==> src/rtl/div_seq_ctrl_if.sv <==
// -----------------------------------------------------------------------------
// div_seq_ctrl_if
// Handshake and data bundle between the divide sequencer (master) and the
// iterative divider (slave).
//   div_start   master->slave  keep dividing while high
//   div_abandon master->slave  drop the operation in progress
//   div_stall   master->slave  hold the End state while the pipeline is stalled
//   div_signdiv master->slave  1 = signed divide
//   div_opr1    master->slave  dividend
//   div_opr2    master->slave  divisor
//   div_ready   slave->master  result valid this cycle
//   div_res     slave->master  {remainder, quotient}
// -----------------------------------------------------------------------------
interface div_seq_ctrl_if;
  logic        div_start;
  logic        div_abandon;
  logic        div_stall;
  logic        div_signdiv;
  logic [31:0] div_opr1;
  logic [31:0] div_opr2;
  logic        div_ready;
  logic [63:0] div_res;

  modport master (
    output div_start, div_abandon, div_stall, div_signdiv, div_opr1, div_opr2,
    input  div_ready, div_res
  );

  modport slave (
    input  div_start, div_abandon, div_stall, div_signdiv, div_opr1, div_opr2,
    output div_ready, div_res
  );
endinterface

==> src/rtl/div_seq_ctrl.sv <==
// -----------------------------------------------------------------------------
// div_seq_ctrl
// Sequencer between the EX stage and the iterative divider. Decodes DIV/DIVU
// and MTHI/MTLO, latches divide operands, runs the divider handshake, stalls
// EX while a quotient is outstanding and owns the architectural HI/LO.
//   clk, rst        clock, synchronous active-high reset
//   ex_valid_i      valid instruction in EX
//   ex_op_i         1 DIV, 2 DIVU, 3 MTHI, 4 MTLO, other = no-op
//   ex_opr1_i       dividend / MTHI-MTLO source
//   ex_opr2_i       divisor
//   flush_i         EX flush
//   pipe_stall_i    downstream stall
//   ex_stallreq_o   EX stall request (combinational)
//   hi_o, lo_o      architectural HI / LO
//   busy_o          sequencer not idle
//   div_if          divider handshake (master side)
// -----------------------------------------------------------------------------
module div_seq_ctrl #(
  parameter int OP_W = 3
) (
  input  logic                clk,
  input  logic                rst,
  input  logic                ex_valid_i,
  input  logic [OP_W-1:0]     ex_op_i,
  input  logic [31:0]         ex_opr1_i,
  input  logic [31:0]         ex_opr2_i,
  input  logic                flush_i,
  input  logic                pipe_stall_i,
  output logic                ex_stallreq_o,
  output logic [31:0]         hi_o,
  output logic [31:0]         lo_o,
  output logic                busy_o,
  div_seq_ctrl_if.master      div_if
);

  localparam logic [OP_W-1:0] OP_DIV  = OP_W'(3'd1);
  localparam logic [OP_W-1:0] OP_DIVU = OP_W'(3'd2);
  localparam logic [OP_W-1:0] OP_MTHI = OP_W'(3'd3);
  localparam logic [OP_W-1:0] OP_MTLO = OP_W'(3'd4);

  typedef enum logic [1:0] {
    S_IDLE = 2'd0,
    S_WAIT = 2'd1,
    S_DONE = 2'd2
  } state_t;

  state_t      state_q;
  logic        div_start_q;
  logic        div_signdiv_q;
  logic        busy_q;
  logic [31:0] div_opr1_q;
  logic [31:0] div_opr2_q;
  logic [31:0] hi_q;
  logic [31:0] lo_q;
  logic [63:0] pend_q;

  logic is_div_s;
  logic is_mthi_s;
  logic is_mtlo_s;

  // Operation decode of the instruction currently in EX.
  assign is_div_s  = ex_valid_i && ((ex_op_i == OP_DIV) || (ex_op_i == OP_DIVU));
  assign is_mthi_s = ex_valid_i && (ex_op_i == OP_MTHI);
  assign is_mtlo_s = ex_valid_i && (ex_op_i == OP_MTLO);

  // EX is held from the launch cycle until the result sits in DONE; DONE
  // releases EX so the completed divide can retire without relaunching.
  assign ex_stallreq_o = ((state_q == S_IDLE) && is_div_s && !flush_i) ||
                         (state_q == S_WAIT);

  assign div_if.div_abandon = flush_i && ((state_q == S_WAIT) || (state_q == S_DONE));
  // The divider freezes in its End state while the pipeline cannot accept the result.
  assign div_if.div_stall   = pipe_stall_i;
  assign div_if.div_start   = div_start_q;
  assign div_if.div_signdiv = div_signdiv_q;
  assign div_if.div_opr1    = div_opr1_q;
  assign div_if.div_opr2    = div_opr2_q;

  assign hi_o   = hi_q;
  assign lo_o   = lo_q;
  assign busy_o = busy_q;

  // Sequencer FSM with registered start/busy, operand latches and HI/LO.
  always_ff @(posedge clk) begin
    if (rst) begin
      state_q       <= S_IDLE;
      div_start_q   <= 1'b0;
      div_signdiv_q <= 1'b0;
      busy_q        <= 1'b0;
      div_opr1_q    <= 32'd0;
      div_opr2_q    <= 32'd0;
      hi_q          <= 32'd0;
      lo_q          <= 32'd0;
      pend_q        <= 64'd0;
    end else begin
      case (state_q)
        S_IDLE: begin
          if (is_div_s && !flush_i) begin
            // Launch does not wait for pipe_stall: EX is held by ex_stallreq anyway.
            div_opr1_q    <= ex_opr1_i;
            div_opr2_q    <= ex_opr2_i;
            div_signdiv_q <= (ex_op_i == OP_DIV);
            div_start_q   <= 1'b1;
            busy_q        <= 1'b1;
            state_q       <= S_WAIT;
          end else if (is_mthi_s && !flush_i && !pipe_stall_i) begin
            hi_q <= ex_opr1_i;
          end else if (is_mtlo_s && !flush_i && !pipe_stall_i) begin
            lo_q <= ex_opr1_i;
          end else begin
            state_q <= S_IDLE;
          end
        end
        S_WAIT: begin
          // Flush beats a simultaneous ready: nothing is captured.
          if (flush_i) begin
            div_start_q <= 1'b0;
            busy_q      <= 1'b0;
            pend_q      <= 64'd0;
            state_q     <= S_IDLE;
          end else if (div_if.div_ready) begin
            pend_q      <= div_if.div_res;
            div_start_q <= 1'b0;
            state_q     <= S_DONE;
          end else begin
            state_q <= S_WAIT;
          end
        end
        S_DONE: begin
          if (flush_i) begin
            busy_q  <= 1'b0;
            pend_q  <= 64'd0;
            state_q <= S_IDLE;
          end else if (!pipe_stall_i) begin
            hi_q    <= pend_q[63:32];
            lo_q    <= pend_q[31:0];
            busy_q  <= 1'b0;
            state_q <= S_IDLE;
          end else begin
            state_q <= S_DONE;
          end
        end
        default: begin
          div_start_q <= 1'b0;
          busy_q      <= 1'b0;
          state_q     <= S_IDLE;
        end
      endcase
    end
  end

endmodule

==> src/flat_wrapper.sv <==
// flat-port wrapper written by rule: the top's interface ports become plain ports
module div_seq_ctrl_flat 
#(
  parameter int OP_W = 3
)
  (clk, rst, ex_valid_i, ex_op_i, ex_opr1_i, ex_opr2_i, flush_i, pipe_stall_i, ex_stallreq_o, hi_o, lo_o, busy_o, div_if_div_start, div_if_div_abandon, div_if_div_stall, div_if_div_signdiv, div_if_div_opr1, div_if_div_opr2, div_if_div_ready, div_if_div_res);
  div_seq_ctrl_if div_if_i ();
  input  logic clk;
  input  logic rst;
  input  logic ex_valid_i;
  input  logic [OP_W-1:0] ex_op_i;
  input  logic [31:0] ex_opr1_i;
  input  logic [31:0] ex_opr2_i;
  input  logic flush_i;
  input  logic pipe_stall_i;
  output logic ex_stallreq_o;
  output logic [31:0] hi_o;
  output logic [31:0] lo_o;
  output logic busy_o;
  output wire logic [$bits(div_if_i.div_start)-1:0] div_if_div_start;
  output wire logic [$bits(div_if_i.div_abandon)-1:0] div_if_div_abandon;
  output wire logic [$bits(div_if_i.div_stall)-1:0] div_if_div_stall;
  output wire logic [$bits(div_if_i.div_signdiv)-1:0] div_if_div_signdiv;
  output wire logic [$bits(div_if_i.div_opr1)-1:0] div_if_div_opr1;
  output wire logic [$bits(div_if_i.div_opr2)-1:0] div_if_div_opr2;
  input wire logic [$bits(div_if_i.div_ready)-1:0] div_if_div_ready;
  input wire logic [$bits(div_if_i.div_res)-1:0] div_if_div_res;
  assign div_if_div_start = div_if_i.div_start;
  assign div_if_div_abandon = div_if_i.div_abandon;
  assign div_if_div_stall = div_if_i.div_stall;
  assign div_if_div_signdiv = div_if_i.div_signdiv;
  assign div_if_div_opr1 = div_if_i.div_opr1;
  assign div_if_div_opr2 = div_if_i.div_opr2;
  assign div_if_i.div_ready = div_if_div_ready;
  assign div_if_i.div_res = div_if_div_res;
  div_seq_ctrl #(.OP_W(OP_W)) u_core (.clk(clk), .rst(rst), .ex_valid_i(ex_valid_i), .ex_op_i(ex_op_i), .ex_opr1_i(ex_opr1_i), .ex_opr2_i(ex_opr2_i), .flush_i(flush_i), .pipe_stall_i(pipe_stall_i), .ex_stallreq_o(ex_stallreq_o), .hi_o(hi_o), .lo_o(lo_o), .busy_o(busy_o), .div_if(div_if_i));
endmodule
==> config.mk <==
export PLATFORM = sky130hd
export DESIGN_NAME = div_seq_ctrl_flat
export DESIGN_NICKNAME = d
export VERILOG_FILES = /design/src/rtl/div_seq_ctrl_if.sv /design/src/rtl/div_seq_ctrl.sv /design/src/flat_wrapper.sv
export SDC_FILE = /design/constraint.sdc
export NUM_CORES = 1
export LEC_CHECK = 0
export ABC_CLOCK_PERIOD_IN_PS = 4350
export BUFFER_PORTS_ARGS = -buffer_cell sky130_fd_sc_hd__buf_2
export CORE_ASPECT_RATIO = 0.7
export CORE_MARGIN = 2
export CORE_UTILIZATION = 54
export DETAILED_ROUTE_END_ITERATION = 12
export GPL_TIMING_DRIVEN = 0
export PLACE_DENSITY = 0.85
export SYNTH_ARGS = -nofsm -noshare
export SYNTH_HDL_FRONTEND = slang
export SYNTH_SLANG_ARGS = --single-unit
==> constraint.sdc <==
create_clock -name clk -period 4.35 [get_ports clk]
set_input_delay 0.2175 -clock clk [delete_from_list [all_inputs] [get_ports clk]]
set_output_delay 0.2175 -clock clk [all_outputs]
set_load 0.01 [all_outputs]
Word-level counts from Yosys, hierarchy flattened:

Index checks and enable logic that the tools add are counted.

* bits in registers: 197
* memories: 0
* input port bits: 137
* latch bits: 0
* RAM bits: 0
* bits in read-only memories: 0
* word-level logic and storage cells: 86

* equal/unequal tests: 19
* shift-type cells: 0
* divide/modulo/power cells: 0
* reduce and logical (&&, ||, !) cells: 26
* order comparisons: 0
* bitwise logic cells: 1
* multipliers: 0
* add/subtract/negate cells: 0
* muxes and demuxes: 31

Operator list (number)
* 32-bit 2-to-1 mux: 9
* 64-bit 2-to-1 mux: 3
* 32-bit one-hot mux with 2 select lines: 2
* 64-bit one-hot mux with 2 select lines: 1
* 2-bit != test, second input constant: 9
* 2-bit 2-to-1 mux: 7
* 3-bit != test, second input constant: 4
* 1-bit logical AND: 11
* 3-bit AND reduction: 3
* 3-bit by 2-bit equality test with 1-bit output, second input constant: 2
* 1-bit 2-to-1 mux: 6
* 1-bit one-hot mux with 3 select lines: 2
* 2-bit one-hot mux with 3 select lines: 1
* 6-bit AND reduction: 1
* 5-bit AND reduction: 1
* 2-bit AND reduction: 2
* 2-bit nonzero test: 2
* 3-bit by 1-bit equality test with 1-bit output, second input constant: 1
* 3-bit equality test, second input constant: 1
* 1-bit logical OR: 3
* 2-bit by 1-bit equality test with 1-bit output, second input constant: 1
* 2-bit equality test, second input constant: 1
* 1-bit logical NOT: 2
* 2-bit logical NOT: 1
* 1-bit NOT: 1

Longest topological paths before layout:

Gate-level depths: netlist of the first run.

* word-level depth: 8
* gate-level depth with buffers: 8
* mapped depth without buffers: 6

Worst setup path after synthesis of the first run:

Ideal clock, no wire load.

* path type: register to register
* start point: register u_core.state_q[0]
* end point: register u_core.hi_q[21], in the netlist u_core.hi_o[21]
* data required time: 4.227 ns
* cell stages (with the launch flop): 9
* arrival: 1.818 ns
* period minus slack after synthesis: 1.941 ns
* slack: 2.409 ns
* buffers on the path: 2
* library setup time: 0.123 ns
* cell sequence: dfxtp_1 -> inv_1 -> ha_1 -> nand3b_1 -> nor3_2 -> or3_1 -> buf_2 -> buf_6 -> mux2_1

* word-level cells in the longest chain between the ends: 3

RTL lines
* start, declared: RTL line div_seq_ctrl.sv:47 `state_t state_q;`
* start signal, assigned: RTL line div_seq_ctrl.sv:86 `state_q <= S_IDLE;`
* start signal, assigned: RTL line div_seq_ctrl.sv:105 `state_q <= S_WAIT;`
* start signal, assigned: RTL line div_seq_ctrl.sv:111 `state_q <= S_IDLE;`
* 2-bit equality test or 2-bit logical NOT (tied branches): RTL line div_seq_ctrl.sv:96 `case (state_q)`
* 2-bit != test (no source line) or 2-bit nonzero test (tied branches)
* 5-bit AND reduction (no source line)
* end signal, assigned: RTL line div_seq_ctrl.sv:107 `hi_q <= ex_opr1_i;`
* end signal, assigned: RTL line div_seq_ctrl.sv:135 `hi_q <= pend_q[63:32];`
* end, declared: RTL line div_seq_ctrl.sv:53 `logic [31:0] hi_q;`

Parallel ways exist; a longest one is shown, timed or not.
A chain may end at the register's enable or synchronous reset.

Worst setup path in the final report of the first run:

* start point: register u_core.state_q[0]
* end point: register u_core.pend_q[16]

* word-level cells in the longest chain between the ends: 3

RTL lines
* 2-bit by 1-bit equality test with 1-bit output or 2-bit equality test (tied branches): RTL line div_seq_ctrl.sv:96
* 3-bit != test (no source line), or another cell as far along
* 3-bit AND reduction (no source line)
* end signal, assigned: RTL line div_seq_ctrl.sv:122 `pend_q <= div_if.div_res;`
* end, declared: RTL line div_seq_ctrl.sv:55 `logic [63:0] pend_q;`

Parallel ways exist; a longest one is shown, timed or not.

==> results of run 1 <==
-- report_power, final --
group	switching (mW)	internal (mW)
sequential	0.0168	1.84
combinational	0.187	0.130
clock	0.724	0.913
-- layer usage --
metal	vias to the layer above	GRT usage [%]	share of wire, %	wire [um]
li1	3672	-	-	-
met1	3724	43.1	45	11300
met2	359	49.9	45	11300
met3	41	7.12	8.7	2190
met4	0	9.70	2.0	497
met5	-	0	0	0
-- final cells by class --
type | count | area [um^2]
Clock inverter | 13 | 170
Tap cell | 195 | 244
Buffer | 75 | 340
Sequential cell | 197 | 3940
Fill cell | 1202 | 4420
Multi-Input combinational cell | 651 | 3730
Inverter | 3 | 11.3
Clock buffer | 18 | 429
Timing Repair Buffer | 268 | 1340
-- flip-flops by register name, indices dropped and copies added, names as in the netlist --
signal,cells
u_core.busy_o,1
u_core.div_if.div_opr1,32
u_core.div_if.div_opr2,32
u_core.div_if.div_signdiv,1
u_core.div_if.div_start,1
u_core.hi_o,32
u_core.lo_o,32
u_core.pend_q,64
u_core.state_q,2
-- stage by stage --
stage,worst slack [ns],area [um^2]
global placement,1.55,9610
floorplan,2.41,8030
global route,1.10,10200
finish,1.35,10200
detailed placement,1.46,9610
CTS,1.41,10200
-- cells in the final DEF, fill, tap and decap left out, drive strengths merged, types with 2 or more instances in the layout --
cell type  netlist  routed
nor2            69      69
a21oi          132     132
mux2i            2       2
clkinvlp         0       2
ha               4       4
or3              2       2
nand3b           2       2
bufinv           0       3
nand2b          34      34
nor2b           65      65
dfxtp          197     197
nand2          194     194
mux2            64      64
clkbuf          58      76
inv              3       8
buf             17     285
a211oi           3       3
clkinv           0       3
o31a             2       2
a22oi           64      64
nor3             4       4
-- worst max-delay path by stage --
| stage | from | end | slack, ns | depth (start not counted) |
|---|---|---|---|---|
| after floorplan | u_core.state_q[0] | u_core.hi_o[21] | 2.41 | 8 |
| after CTS | u_core.state_q[0] | u_core.pend_q[16] | 1.41 | 7 |
| final | u_core.state_q[0] | u_core.pend_q[16] | 1.35 | 7 |
| after global placement | u_core.state_q[0] | u_core.pend_q[35] | 1.55 | 7 |
| after detailed placement | u_core.state_q[0] | u_core.pend_q[28] | 1.46 | 7 |
| after global routing | u_core.state_q[0] | u_core.pend_q[16] | 1.10 | 7 |
-- kinds of logic (layout without fill, tap and decap cells) --
| kind of cell | Yosys count | in the layout | share of synthesized area [%] |
|---|---|---|---|
| AO/OA/AOI/OAI | 205 | 205 | 15.1 |
| adder cells (fa/ha/maj) | 4 | 4 | 0.624 |
| buffers and inverters | 78 | 377 | 4.38 |
| XOR/XNOR | 1 | 1 | 0.109 |
| multiplexers | 66 | 66 | 9.23 |
| flip-flops | 197 | 197 | 49.1 |
| AND/OR/NAND/NOR | 375 | 375 | 21.4 |
-- critical path, delay by kind of cell, from the launching register on --
kind	cells	cell delay (ns)
buf+inv	3	0.89
compound gates	2	1.26
fa+ha+maj	1	0.28
flops	1	0.38
simple gates	1	0.13
==> metrics.cfg, run 1 <==
[logic_synthesis]
yosys-top-cells-count=dfxtp_1, nand2_1, a21oi_1
synth_area_mm2=0.00803
synth.avg_cell_area_um2=8.67
ys_seq_area_share_pct=49.1
yosys.area.top_type=dfxtp_1
ys_types=35
synth.ff_latch_count=197
yosysWarnings=0
synth_area_leaders=dfxtp_1, nand2_1, a21oi_1
synthFlopType=dfxtp_1
synth_top_area_share_pct=49.1
synth_edf_count=0
syn_inst=926
synth_most_common_cell=dfxtp_1
async_flop_share_pct=0
synthesis.nets=1067

[timing]
max_clock_freq_mhz=333
hold_violations=0
final-setup-viol-count=0
fin_skew_ns=0.00916
slew_viol_final=0
fin_tns_setup_ns=0
worstMarginPinSlew_ns=1.35
hold_slack_ns=0.0181
final.min_clock_period_ns=3.00
slew_headroom_pct=9.83
finalCritPeriodShare_pct=69.0
rsz0062_at_grt=no

[clock_network]
cts_hold_buf=0
cts_tree=built
htreeDepth=4
cts_buffers=17
root_buffer=clkbuf_16
cts_setup_buffers=0
cts_buffer_depth=2
clk_pin_slew_worst_paths_ns=0.07
cts_resized=0
cts_sinks=197
clk_latency_ns=0.43

[grt]
antenna_found_initial=1
grt_max_degree=18
overflow=0
grt_first_pass_wirelength_mm=38.8
grt_pass1_vias=7447
grt_usage_pct=31.5

[power]
vdd_drop_max_mv=0.272
total_power_mw=3.81
power.leakage_nw=4.47
powerDensity_mw_per_mm2=373

[floorplanning]
die_h_um=106
dieArea_mm2=0.0159
fp.coreArea_mm2=0.0146
ios=271
dieWidth_um=150
initial_utilization_pct=54.9
core.rowCount=37

[setup_path]
reg2reg_from=u_core.state_q[0]
cp-end-kind=flip-flop
r2r-end=u_core.pend_q[16]
worstPathArrival_ns=3.37
cpMaxStageDelayCell=o22ai_1
cp_max_fo=10
crit_chain=inv_1, ha_1, clkbuf_1, o22ai_1, clkbuf_1, a22oi_1, nor2_1
crit_top_cell=clkbuf_1
regToRegSetupSlack_ns=1.35
reg2reg_depth=7
crit_required_ns=4.72
critPathMaxStageDelay_ns=1.10
crit_path_start_kind=flip-flop
path_class=flip-flop to flip-flop

[cells_and_area]
drive_gt1_share_pct=30.3
diodes=0
syn_to_final_growth_pct=27.2
stdcell_count=1420
final_util_pct=69.8
fin_nets=1354

[detailed_routing]
postRouteAntennaNets=0
drtPass1Iterations=5
vias=7796
drc=0
vias_per_cell=5.49
post_drt_wl_per_cell_um=17.8
wirelength_mm=25.3
drtIter0Drc=558

[placed_design]
place_inst=1389
finalWeightedCongestion=0.877
portBuffers=268
post-dp-hpwl_mm=18.2

[status]
status=completed

[min_path]
whs_path_depth=3
hold_path_startpoint=ex_opr2_i[21]
hold_path.class=input port to flip-flop
hold-path-endpoint=u_core.div_if.div_opr2[21]

[run]
drv_cap=0

Note: power is estimated with default switching activity, not from simulation.
==> inputs of run 2 (changes only) <==
--- a/config.mk
+++ b/config.mk
@@ -5,14 +5,15 @@
 export SDC_FILE = /design/constraint.sdc
 export NUM_CORES = 1
 export LEC_CHECK = 0
-export ABC_CLOCK_PERIOD_IN_PS = 4350
+export ABC_AREA = 1
+export ABC_CLOCK_PERIOD_IN_PS = 2500
 export BUFFER_PORTS_ARGS = -buffer_cell sky130_fd_sc_hd__buf_2
 export CORE_ASPECT_RATIO = 0.7
 export CORE_MARGIN = 2
-export CORE_UTILIZATION = 54
+export CORE_UTILIZATION = 47
 export DETAILED_ROUTE_END_ITERATION = 12
 export GPL_TIMING_DRIVEN = 0
-export PLACE_DENSITY = 0.85
+export PLACE_DENSITY = 0.77
 export SYNTH_ARGS = -nofsm -noshare
 export SYNTH_HDL_FRONTEND = slang
 export SYNTH_SLANG_ARGS = --single-unit
==> constraint.sdc (replaced) <==
create_clock -name clk -period 2.5 [get_ports clk]
set_input_delay 0.125 -clock clk [delete_from_list [all_inputs] [get_ports clk]]
set_output_delay 0.125 -clock clk [all_outputs]
set_load 0.01 [all_outputs]
==> run 2 against run 1 <==
  * Clock power grew 73%
  * Die area up 26%
  * Clock skew grew 0.0013 ns
  * Sequential cell count unchanged
  * Final area rose by 19%
  * Clock-buffer cell count grew 1
  * Routed wire length increased by 34%
  * Synthesized cell count up 38%
  * Combinational power rose to 3.5 times the previous value
==> metrics.cfg, run 2 <==
[power]
vdd_drop_max_mv=0.294  ; +8.0%
powerDensity_mw_per_mm2=594  ; +59%
power.leakage_nw=5.65  ; +26%

[grt]
grt_pass1_vias=10100  ; +35%
overflow=0  ; unchanged
grt_max_degree=19  ; +1
grt_usage_pct=33.1  ; +1.6 points
antenna_found_initial=1  ; unchanged
grt_first_pass_wirelength_mm=51.9  ; +34%

[placed_design]
finalWeightedCongestion=0.943  ; +7.5%
post-dp-hpwl_mm=23.8  ; +31%
portBuffers=270  ; +0.75%

[clock_network]
cts_resized=0  ; unchanged
clk_pin_slew_worst_paths_ns=0.08  ; about the same
root_buffer=clkbuf_16
htreeDepth=4  ; unchanged
cts_buffer_depth=2  ; unchanged
cts_tree=built
clk_latency_ns=0.45  ; +0.02 ns
cts_buffers=17  ; unchanged
cts_sinks=197  ; unchanged

[timing]
final.min_clock_period_ns=2.29
max_clock_freq_mhz=436
finalCritPeriodShare_pct=91.8
hold_violations=0  ; unchanged
worstMarginPinSlew_ns=0.939  ; -0.413 ns
final-setup-viol-count=0  ; unchanged
rsz0062_at_grt=no
fin_skew_ns=0.0104  ; +0.00125 ns
fin_tns_setup_ns=0  ; unchanged
slew_viol_final=0  ; unchanged
slew_headroom_pct=37.4  ; +28 points

[cells_and_area]
drive_gt1_share_pct=21.7  ; -8.6 points
largest_reg_flops=64  ; unchanged
final_common_cell=buf_2
regMostFlops=u_core.pend_q
diodes=0  ; unchanged
mostFrequentLayoutCells=buf_2, nand2_1, a21oi_1
final_util_pct=65.2  ; -4.6 points
fin_nets=1813  ; +34%
syn_to_final_growth_pct=37.0

[detailed_routing]
wirelength_mm=33.7  ; +34%
drc=0  ; unchanged
postRouteAntennaNets=0  ; unchanged
vias_per_cell=5.47  ; -0.32%
drtIter0Drc=1080  ; +94%
drtPass1Iterations=5  ; unchanged
post_drt_wl_per_cell_um=17.5  ; -1.6%
vias=10500  ; +35%

[logic_synthesis]
synth_area_mm2=0.00890  ; +11%
synth_edf_count=0  ; unchanged
synthFlopType=dfxtp_1
ys_seq_area_share_pct=44.3  ; -4.8 points
synth_top_area_share_pct=44.3  ; -4.8 points
yosys-top-cells-count=nand2_1, a21oi_1, dfxtp_1
synth.avg_cell_area_um2=6.96  ; -20%
synthesis.nets=1419  ; +33%
yosys.area.top_type=dfxtp_1
syn_inst=1278  ; +38%
async_flop_share_pct=0  ; unchanged
synth_area_leaders=dfxtp_1, a21oi_1, nand4_1
synth.ff_latch_count=197  ; unchanged
synth_most_common_cell=nand2_1
ys_types=20  ; -43%
yosysWarnings=0  ; unchanged

[setup_path]
regToRegSetupSlack_ns=0.33  ; -1.02 ns
path_class=flip-flop to output pin
cp_max_fo=10  ; unchanged
worstPathArrival_ns=2.17  ; -1.20 ns
cp-end-kind=output pin
crit_required_ns=2.38  ; -2.34 ns
crit_path_start_kind=flip-flop

[run]
drv_cap=0  ; unchanged

[floorplanning]
initial_utilization_pct=47.6  ; -7.3 points
dieArea_mm2=0.0201  ; +26%
core.rowCount=42  ; +14%
dieWidth_um=168  ; +13%
ios=271  ; unchanged
fp.coreArea_mm2=0.0187  ; +28%
die_h_um=119  ; +12%

[min_path]
hold_path.class=input port to flip-flop

[status]
status=completed

-- run 2: cells by family (layout without fill, tap and decap cells) --
kind of cell	count (synthesis)	in the layout	synth area share, %
and+or+nand+nor	587	587	30.6
adders and majority gates	4	4	0.563
buffers and inverters	288	695	13.1
DFF	197	197	44.3
AOI/OAI and AO/OA	202	202	11.4
-- run 2: layer usage --
layer	track usage [%]	vias up	routed length (um)
li1	-	4979	-
met1	43.1	4842	14000
met2	53.4	619	15000
met4	12.7	4	1130
met3	8.01	102	3510
met5	1.79	-	29
-- run 2: metrics by stage --
| step | setup slack (ns) | total power [mW] | hold slack (ns) | instance area [um^2] | std cells |
|---|---|---|---|---|---|
| 2_1_floorplan | 0.834 | 3.90 | 0.285 | 8900 | 1278 |
| 6_report | 0.206 | 7.24 | 0.00339 | 12200 | 1927 |
| 5_1_grt | 0.0939 | 7.49 | 0.00372 | 12200 | 1927 |
| 3_5_place_dp | 0.416 | 4.32 | 0.397 | 10600 | 1790 |
| 4_1_cts | 0.235 | 7.20 | 0.000950 | 12200 | 1927 |
| 3_3_place_gp | 0.437 | 4.30 | 0.391 | 10600 | 1790 |
-- run 2: worst paths after layout --
| check | startpoint | to | cells past startpoint |
|---|---|---|---|
| max | u_core.state_q[0] | ex_stallreq_o | 8 |
| min | div_if_div_res[49] | u_core.pend_q[49] | 3 |
| max reg2reg | u_core.state_q[0] | u_core.pend_q[3] | 7 |
| min reg2reg | u_core.div_if.div_opr1[1] | u_core.div_if.div_opr1[1] | 2 |
-- run 2: final cells by class --
cell class | count | area (um^2)
flip-flops and latches | 197 | 3940
inverters | 174 | 653
well taps | 242 | 303
clock buffers | 19 | 453
multi-input cells | 793 | 3790
fillers | 1637 | 6520
repair buffers | 375 | 2400
plain buffers | 114 | 513
clock inverters | 13 | 136
-- run 2: where the power goes --
part           leakage [nW]  total (mW)  internal, mW  switching [mW]
combinational          3.77        1.11         0.444           0.663
sequential             1.60        3.30          3.24          0.0594
clock                 0.287        2.83          1.47            1.37
-- run 2: repair_timing --
item,4_1_cts,5_1_grt
buffers inserted,0,0
endpoints found under the hold margin,105,0
hold buffers,105,0
-- run 2: critical path: stages (launching register included) --
cell and delay (ns):
dfxtp_1 0.38, inv_1 0.09, ha_1 0.19, buf_2 0.19, nand3_4 0.19, buf_4 0.22, buf_2 0.24, nand2_1 0.07
buf_2 0.14
